### src/rtl/data_memory_arbiter.sv
// data_memory_arbiter
//   Shares a single-port data memory between two requesters: port 0
//   (processor load/store path) and port 1 (I/O / DMA-style agent).
//   One access is granted per cycle. Plain contention alternates
//   between the ports (round-robin). A bounded lock lets a port keep
//   ownership for up to LOCK_MAX consecutive grants so it can run an
//   atomic read-modify-write sequence.
//
// Ports
//   clock_in, reset_in      : rising-edge clock; asynchronous active-low reset
//   reqN_in / ackN_out      : request, held with its fields until acknowledged;
//                             the ack is combinational (access done this cycle)
//   weN_in, lockN_in        : write (1) / read (0); keep ownership for next access
//   addrN_in, dataN_in      : access address and write data
//   rdataN_out, rvalidN_out : registered read data and its one-cycle valid pulse
//   mem_data_out, mem_address_out, mem_wr_out : drive the memory
//   mem_data_in             : asynchronous read data from the memory
module data_memory_arbiter #(
  parameter int DATA_WIDTH    = 16,
  parameter int ADDRESS_WIDTH = 11,
  parameter int LOCK_MAX      = 4
) (
  input  logic                     clock_in,
  input  logic                     reset_in,
  input  logic                     req0_in,
  input  logic                     we0_in,
  input  logic                     lock0_in,
  input  logic [ADDRESS_WIDTH-1:0] addr0_in,
  input  logic [DATA_WIDTH-1:0]    data0_in,
  output logic                     ack0_out,
  output logic [DATA_WIDTH-1:0]    rdata0_out,
  output logic                     rvalid0_out,
  input  logic                     req1_in,
  input  logic                     we1_in,
  input  logic                     lock1_in,
  input  logic [ADDRESS_WIDTH-1:0] addr1_in,
  input  logic [DATA_WIDTH-1:0]    data1_in,
  output logic                     ack1_out,
  output logic [DATA_WIDTH-1:0]    rdata1_out,
  output logic                     rvalid1_out,
  output logic [DATA_WIDTH-1:0]    mem_data_out,
  output logic [ADDRESS_WIDTH-1:0] mem_address_out,
  output logic                     mem_wr_out,
  input  logic [DATA_WIDTH-1:0]    mem_data_in
);

  localparam int CW = $clog2(LOCK_MAX + 1);
  localparam logic [CW-1:0] LOCK_MAX_C = CW'(LOCK_MAX);
  localparam logic [CW-1:0] ONE_C      = CW'(1);

  typedef enum logic [1:0] {
    OWN_NONE = 2'd0,
    OWN_P0   = 2'd1,
    OWN_P1   = 2'd2
  } owner_t;

  // State registers
  logic                  last_r;
  owner_t                owner_r;
  logic [CW-1:0]         lock_count_r;
  logic [DATA_WIDTH-1:0] rdata0_r;
  logic [DATA_WIDTH-1:0] rdata1_r;
  logic                  rvalid0_r;
  logic                  rvalid1_r;

  // Grant decision
  logic grant_valid_s;
  logic grant_port_s;
  logic grant_locked_s;   // grant came from holding an existing lock
  logic grant_we_s;
  logic grant_lock_s;

  // Next-state values
  logic                  last_n_s;
  owner_t                owner_n_s;
  logic [CW-1:0]         lock_count_n_s;
  logic [DATA_WIDTH-1:0] rdata0_n_s;
  logic [DATA_WIDTH-1:0] rdata1_n_s;
  logic                  rvalid0_n_s;
  logic                  rvalid1_n_s;

  // Grant selection: held lock first, then round-robin, then single requester.
  // Nothing is granted while reset is asserted so no write reaches memory.
  always_comb begin
    grant_valid_s  = 1'b0;
    grant_port_s   = 1'b0;
    grant_locked_s = 1'b0;
    if (!reset_in) begin
      grant_valid_s = 1'b0;
    end else if ((owner_r == OWN_P0) && req0_in && lock0_in && (lock_count_r < LOCK_MAX_C)) begin
      grant_valid_s  = 1'b1;
      grant_port_s   = 1'b0;
      grant_locked_s = 1'b1;
    end else if ((owner_r == OWN_P1) && req1_in && lock1_in && (lock_count_r < LOCK_MAX_C)) begin
      grant_valid_s  = 1'b1;
      grant_port_s   = 1'b1;
      grant_locked_s = 1'b1;
    end else if (req0_in && req1_in) begin
      grant_valid_s = 1'b1;
      grant_port_s  = ~last_r;
    end else if (req0_in) begin
      grant_valid_s = 1'b1;
      grant_port_s  = 1'b0;
    end else if (req1_in) begin
      grant_valid_s = 1'b1;
      grant_port_s  = 1'b1;
    end else begin
      grant_valid_s = 1'b0;
    end
  end

  // Memory-side multiplexing and acknowledges for the granted port
  always_comb begin
    mem_address_out = '0;
    mem_data_out    = '0;
    mem_wr_out      = 1'b0;
    ack0_out        = 1'b0;
    ack1_out        = 1'b0;
    grant_we_s      = 1'b0;
    grant_lock_s    = 1'b0;
    if (grant_valid_s) begin
      if (grant_port_s) begin
        mem_address_out = addr1_in;
        mem_data_out    = data1_in;
        grant_we_s      = we1_in;
        grant_lock_s    = lock1_in;
        ack1_out        = 1'b1;
      end else begin
        mem_address_out = addr0_in;
        mem_data_out    = data0_in;
        grant_we_s      = we0_in;
        grant_lock_s    = lock0_in;
        ack0_out        = 1'b1;
      end
      mem_wr_out = grant_we_s;
    end else begin
      mem_wr_out = 1'b0;
    end
  end

  // Next-state: round-robin pointer, lock ownership and read-data capture
  always_comb begin
    last_n_s       = last_r;
    owner_n_s      = OWN_NONE;
    lock_count_n_s = '0;
    rdata0_n_s     = rdata0_r;
    rdata1_n_s     = rdata1_r;
    rvalid0_n_s    = 1'b0;
    rvalid1_n_s    = 1'b0;
    if (grant_valid_s) begin
      last_n_s = grant_port_s;
      if (!grant_we_s) begin
        if (grant_port_s) begin
          rdata1_n_s  = mem_data_in;
          rvalid1_n_s = 1'b1;
        end else begin
          rdata0_n_s  = mem_data_in;
          rvalid0_n_s = 1'b1;
        end
      end else begin
        rvalid0_n_s = 1'b0;
      end
      // A fresh lock (or one re-won after exhaustion) restarts the count at 1
      if (grant_lock_s) begin
        owner_n_s      = grant_port_s ? OWN_P1 : OWN_P0;
        lock_count_n_s = grant_locked_s ? (lock_count_r + ONE_C) : ONE_C;
      end else begin
        owner_n_s      = OWN_NONE;
        lock_count_n_s = '0;
      end
    end else begin
      owner_n_s = OWN_NONE;
    end
  end

  // State register; port 0 wins the first tie after reset (last = 1)
  always_ff @(posedge clock_in or negedge reset_in) begin
    if (!reset_in) begin
      last_r       <= 1'b1;
      owner_r      <= OWN_NONE;
      lock_count_r <= '0;
      rdata0_r     <= '0;
      rdata1_r     <= '0;
      rvalid0_r    <= 1'b0;
      rvalid1_r    <= 1'b0;
    end else begin
      last_r       <= last_n_s;
      owner_r      <= owner_n_s;
      lock_count_r <= lock_count_n_s;
      rdata0_r     <= rdata0_n_s;
      rdata1_r     <= rdata1_n_s;
      rvalid0_r    <= rvalid0_n_s;
      rvalid1_r    <= rvalid1_n_s;
    end
  end

  assign rdata0_out  = rdata0_r;
  assign rdata1_out  = rdata1_r;
  assign rvalid0_out = rvalid0_r;
  assign rvalid1_out = rvalid1_r;

endmodule

### config.mk
export PLATFORM = sky130hd
export DESIGN_NAME = data_memory_arbiter
export DESIGN_NICKNAME = d
export VERILOG_FILES = /design/src/rtl/data_memory_arbiter.sv
export SDC_FILE = /design/constraint.sdc
export NUM_CORES = 1
export LEC_CHECK = 0
export ABC_AREA = 1
export CORE_MARGIN = 1.5
export CORE_UTILIZATION = 35
export CTS_CLUSTER_DIAMETER = 30
export DETAILED_ROUTE_END_ITERATION = 8
export MAX_ROUTING_LAYER = met4
export PLACE_DENSITY = 0.8
export SLEW_MARGIN = 20
export SYNTH_ARGS = -nofsm -noshare
export SYNTH_HDL_FRONTEND = slang
export SYNTH_SLANG_ARGS = --single-unit
### constraint.sdc
create_clock -name clock_in -period 1.84 [get_ports clock_in]
set_clock_uncertainty 0.05 [all_clocks]
set_input_delay 0.184 -clock clock_in [delete_from_list [all_inputs] [get_ports clock_in]]
set_output_delay 0.184 -clock clock_in [all_outputs]
set_load 0.01 [all_outputs]
==> results by group, run 1 <==
Place
  • Gpl congestion: slightly below 0.8
  • Post-Place Cells: 493
  • Port buffer count: ~140
  • Dpl hpwl: ~5.2 mm

Timing
  • Slew headroom: 67.3%
  • Final worst hold slack: roughly 240 ps
  • Period minus WS final: 1930 ps
  • Final setup margin: -94.5 ps
  • Count of final hold-check violations: 0
  • FMAX: 517 MHz
  • Worst-Margin Slew: approximately 500 ps
  • Period utilisation layout: 105%
  • Final setup violation count: 27
  • RSZ-0062 raised after global routing: yes
  • Slew Limit Fails: 0

Clocking
  • Clk slew on worst S/H paths: ~80 ps
  • Clk sinks: 40
  • Clock tree from TritonCTS: done
  • Clk_lat worst skew: just under 300 ps
  • Clock H-tree levels: 2
  • Clock Path Buffers: 2
  • Root Buffer: clkbuf_8
  • TritonCTS Buffers: 5

Yosys
  • Dominant synthesized flop cell: dfrtp_1
  • Mapped cell area: roughly 2100 um2
  • Seq/Total Area, Yosys: 48.5%
  • Top cells by count, synth: nand2_1 (172), dfrtp_1 (39), nand4_1 (16)
  • Post-synth EDFFs: 0
  • Top-count cell post-synth: nand2_1
  • Mapped Cells: 275
  • Yosys top cell by area: dfrtp_1
  • FFs w/ async S/R, synth: 100%
  • Warnings, synthesis: 0
  • Yosys top cell area share: between 40% and 50%
  • Netlist cell types: 25
  • Average size of a mapped cell: ~7.5 um2
  • #FFs+latches synth: 40
  • Synthesized net count: between 300 and 400
  • Synth area leaders: dfrtp_1 (47%), nand2_1 (31%), nand4_1 (4.8%)

Setup path
  • Max Fanout on Critical Path: 7
  • Worst setup path class: register to output pin
  • Arr. time, crit path: 1700 ps
  • Setup crit end kind: output pin
  • Crit path launch type: register
  • Worst Path Required: ~1600 ps

Power and ir drop
  • Cell Pwr Density: 723 nW/um2
  • VDD IR max: 0.550 mV
  • Leakage: between 2 and 2.5 nW

Global routing
  • Initial antenna violation count: 0
  • GRT Total Usage: 24.0%
  • Largest net degree at the start of global routing: 40
  • Vias in the first global route: around 2.4k
  • First-pass GRT wire length: approximately 11 mm
  • GRT overflow: 0

Detailed routing
  • DRC: 0
  • Via/cell ratio: 4.70
  • Pre-antenna DRT Iters: 4
  • DR vias: around 2.4k
  • DRT Wirelength: slightly below 8 mm
  • Wirelength per Cell: 15.0 um
  • 1st-iter DRT viols: between 70 and 80
  • Detail Route Antenna Nets: 0

Cells and area
  • Area Overhead vs Synth: 88.6%
  • Diode count: 0
  • Footprint of the multi-input gates: 1050 um2
  • Final #Nets: ~520
  • Fillers: 477
  • Final core utilization: between 60% and 70%
  • Fin cells: just over 500
  • Storage cell area: about 1000 um2
  • Share of cells above drive strength 1: 23.0%

Die
  • Row count: 27
  • Chip Width: between 70 and 80 um
  • CORE AREA: between 5000 and 6000 um2
  • Ports: roughly 140
  • Die area: approximately 6400 um2
  • Initial core utilization: between 30% and 40%
  • Height of the die: 79.8 um

Flow run
  • Max cap viols: 0

Outcome
  • Failing checks: negative setup slack
  • Status: finished with violations

Hold path
  • Hold Crit Class: input pin to asynchronous set/reset pin
stage by stage:
step	total power, mW	area [um2]	TNS (ps)	setup slack [ps]
global placement	2.15	3610	-13910	-475
finish	2.82	3900	-875	-94.5
floorplan	1.49	2070	0	343
detailed placement	2.16	3610	-16440	-505
global route	2.97	3900	-3610	-196
CTS	2.79	3770	-741	-108
kinds of logic after synthesis:
family | after synthesis | share of synthesized area (%)
flops | 40 | 48.5
buf+inv | 24 | 7.21
compound gates | 2 | 0.484
fa+ha+maj | 1 | 0.606
xor+xnor | 1 | 0.424
simple gates | 207 | 42.8
metal layers:
metal | wire [um] | global-route usage, %
met3 | 630 | 6.51
met2 | 3910 | 42.7
met1 | 2910 | 24.8
met4 | 252 | 10.2
met5 | 0 | -
final cells by class:
type                    count  share of cell area [%]
repair buffers            168                    40.8
well taps                  72                    2.31
multi-input cells         213                    27.0
clock buffers               6                    2.12
flip-flops and latches     40                    25.7
clock inverters             2                   0.257
inverters                  13                    1.57
repair inverters            1                   0.289
worst max-delay path: stages, from the launching register on:
cell and delay, ps:
dfstp_2 540, nand2_1 50, nand2_1 60, nand2_2 70, nand2_4 110, nand2_8 90, inv_8 60, buf_8 120
buf_6 90, nand2_2 30, nand2_1 50, buf_2 130
where the power goes:
group          internal, mW  switching, mW  total [mW]  leakage (nW)
combinational         0.612          0.482        1.09          1.45
sequential             1.03         0.0820        1.11         0.505
clock                 0.300          0.312       0.612        0.0510
total                  1.94          0.876        2.82          2.00
cell usage in the layout, fill, tap and decap left out:
cell type and count:
inv_2 2, nand3_1 2, nand2_4 8, clkdlybuf4s15_2 1
o21ai_0 1, nand2_8 1, clkinv_2 2, buf_2 21
clkbuf_2 1, buf_12 3, dfstp_2 1, xnor2_1 1
nor2_4 2, nand2_1 151, clkdlybuf4s50_1 110, clkinv_1 1
inv_1 7, inv_4 2, nand3_4 3, buf_4 17
nand2_2 15, inv_8 2, dfrtp_1 39, dlygate4sd3_1 2
o21ai_1 1, buf_6 10, clkbuf_8 6, buf_8 3
nand4_1 16, nand3b_4 1, nor2_1 9, nand3_2 1
ha_1 1
worst paths after layout:
check / start / to / slack (ps) / cells after the start
setup / recovery: last_r / mem_address_out[6] / -90 / 11
hold / removal: reset_in / owner_r[1] / 240 / 2
setup reg to reg: last_r / rdata0_out[9] / 120 / 10
hold reg to reg: rdata0_out[2] / rdata0_out[2] / 420 / 2
max in group asynchronous: reset_in / rdata0_out[11] / 870 / 3
min in group clock_in: reset_in / last_r / 310 / 5
sequential cells by signal, summed over array words and instances (netlist names):
register and cells:
rvalid0_out 1, rvalid1_out 1, rdata1_out 16, lock_count_r 3, last_r 1, rdata0_out 16, owner_r 2
timing repair:
item	in CTS	in global routing
pin swaps	9	10
hold buffers	2	0
endpoints found under the setup margin	30	50
cloned	1	2
setup buffers	8	1
resized for setup	147	29
hold endpoints to repair	2	0
(Power assumes the default switching activity.)
==> inputs of run 2 (changes only) <==
Settings changed: CTS_CLUSTER_SIZE set to 8, PLACE_DENSITY 0.8 to 0.78.
==> results by group, run 2 (synthesis gave the netlist of run 1 again) <==
Clocking
  • Clock Path Buffers: 2 (unchanged)
  • Clock H-tree levels: 2 (unchanged)
  • Clk slew on worst S/H paths: 80 ps (about the same)
  • Clock tree from TritonCTS: done
  • Root Buffer: clkbuf_8
  • TritonCTS Buffers: 5 (unchanged)
  • Clk sinks: 40 (unchanged)
  • Clk_lat worst skew: 300 ps (about the same)

Setup path
  • Setup crit end kind: output pin
  • Max Fanout on Critical Path: 7 (unchanged)
  • Worst Path Required: 1610 ps (about the same)
  • Worst flop-to-flop path endpoint: rdata0_out[6]
  • Worst reg-to-reg path cell count: 9 (-1)
  • Worst setup path class: register to output pin
  • Reg2reg start: last_r
  • Arr. time, crit path: 1650 ps (-50 ps)
  • FF-to-FF setup slack: 90 ps (-30 ps)
  • Crit path launch type: register

Cells and area
  • Final core utilization: 69.0% (-0.45 points)
  • Share of cells above drive strength 1: 24.5% (+1.5 points)
  • Most common cell after layout, fill and taps aside: nand2_1
  • Most frequent cells in the layout: nand2_1 (140), clkdlybuf4s50_1 (110), dfrtp_1 (39), nand2_2 (27), buf_2 (23)
  • Final #Nets: 515 (-1.2%)
  • Diode count: 0 (unchanged)
  • Fin cells: 509 (-1.2%)
  • Area Overhead vs Synth: 87.4%

Power and ir drop
  • Cell Pwr Density: 761 nW/um2 (+5.3%)
  • Leakage: 1.99 nW (-0.89%)
  • VDD IR max: 0.523 mV (-5.0%)

Global routing
  • Initial antenna violation count: 0 (unchanged)
  • Largest net degree at the start of global routing: 37 (-7.5%)
  • Vias in the first global route: 2187 (-9.9%)
  • GRT overflow: 0 (unchanged)
  • GRT Total Usage: 22.4% (-1.6 points)
  • First-pass GRT wire length: 10.7 mm (-6.9%)

Die
  • Initial core utilization: 36.8% (unchanged)
  • Row count: 27 (unchanged)
  • CORE AREA: 5610 um2 (unchanged)
  • Ports: 142 (unchanged)
  • Chip Width: 79.8 um (unchanged)
  • Height of the die: 79.8 um (unchanged)
  • Die area: 6370 um2 (unchanged)

Hold path
  • Hold Path Sink: last_r
  • WHS Path Cells: 5
  • HP Start: reset_in
  • Hold Crit Class: input pin to register

Timing
  • Period utilisation layout: 102% (-2.8 points)
  • Final setup margin: -43.5 ps (+51.0 ps)
  • Count of final hold-check violations: 0 (unchanged)
  • RSZ-0062 raised after global routing: yes
  • Worst-Margin Slew: 455 ps (-34.9 ps)
  • Period minus WS final: 1880 ps (-51.0 ps)
  • Slew Limit Fails: 0 (unchanged)
  • Slew headroom: 69.7% (+2.3 points)
  • Final setup violation count: 15 (-44%)
  • FMAX: 531 MHz (+2.7%)

Detailed routing
  • DR vias: 2389 (-1.4%)
  • 1st-iter DRT viols: 92 (+30%)
  • Pre-antenna DRT Iters: 4 (unchanged)
  • Detail Route Antenna Nets: 0 (unchanged)
  • Wirelength per Cell: 14.7 um (-1.4%)
  • Via/cell ratio: 4.69 (-0.20%)
  • DRT Wirelength: 7.51 mm (-2.6%)
  • DRC: 0 (unchanged)

Place
  • Port buffer count: 141 (unchanged)
  • Worst slack, placed: -509 ps (-3.72 ps)
  • Dpl hpwl: 5.18 mm (-0.37%)
  • Post-Place Cells: 491 (-0.41%)
  • Gpl congestion: 0.806 (+3.1%)

Outcome
  • Failing checks: negative setup slack
  • Status: finished with violations

Flow run
  • Max cap viols: 0 (unchanged)
==> run 2: how the worst max path moves through the flow <==
stage / slack (ps) / from / to / depth (start not counted)
finish: -40 / last_r / mem_data_out[6] / 9
floorplan: 340 / last_r / mem_address_out[1] / 9
global placement: -450 / req0_in / mem_address_out[2] / 10
global route: -110 / last_r / mem_data_out[6] / 9
detailed placement: -510 / lock0_in / mem_address_out[2] / 10
CTS: -50 / lock_count_r[2] / mem_address_out[8] / 10
==> run 2: worst max-delay path, cell delays in order (launching register included) <==
cell     delay [ps]
dfstp_2         540
nand2_1          50
nand2_1          70
nand2_2          70
nand2_4         120
nand2_8         130
inv_8           110
nand2_1          60
nand2_1          70
buf_2           140
==> run 2: layout make-up <==
class | count | area (um2)
fillers | 462 | 1740
repair buffers | 161 | 1490
multi-input cells | 212 | 1060
flip-flops and latches | 40 | 1000
well taps | 72 | 90.1
clock buffers | 6 | 82.6
inverters | 13 | 66.3
repair inverters | 3 | 43.8
clock inverters | 2 | 38.8
==> run 2: what timing repair did <==
item | in CTS | in global routing
setup buffers | 3 | 2
hold buffers | 1 | 0
resized for setup | 154 | 22
endpoints found under the setup margin | 30 | 45
hold endpoints to repair | 39 | 0
pin swaps | 5 | 11
cloned | 3 | 2
==> run 2: per-layer routing <==
| layer | global-route usage (%) | wire length (um) | vias to the layer above |
|---|---|---|---|
| met5 | - | 0 | - |
| met4 | 4.66 | 64 | 0 |
| met3 | 6.63 | 675 | 6 |
| met2 | 38.5 | 3730 | 96 |
| met1 | 26.0 | 3040 | 1113 |
| li1 | - | - | 1174 |
==> run 2: report_power, final <==
| part | switching (mW) | internal (mW) |
|---|---|---|
| sequential | 0.0823 | 1.03 |
| clock | 0.325 | 0.444 |
| combinational | 0.479 | 0.587 |
| total | 0.886 | 2.06 |
==> run 2: metrics by stage <==
stage	hold slack (ps)	total power [mW]	setup TNS, ps	area (um2)
floorplan	-162	1.49	0	2070
global placement	84.1	2.13	-12330	3590
detailed placement	88.1	2.15	-15700	3590
CTS	302	2.93	-470	3740
global route	334	3.09	-2260	3870
finish	304	2.95	-159	3870
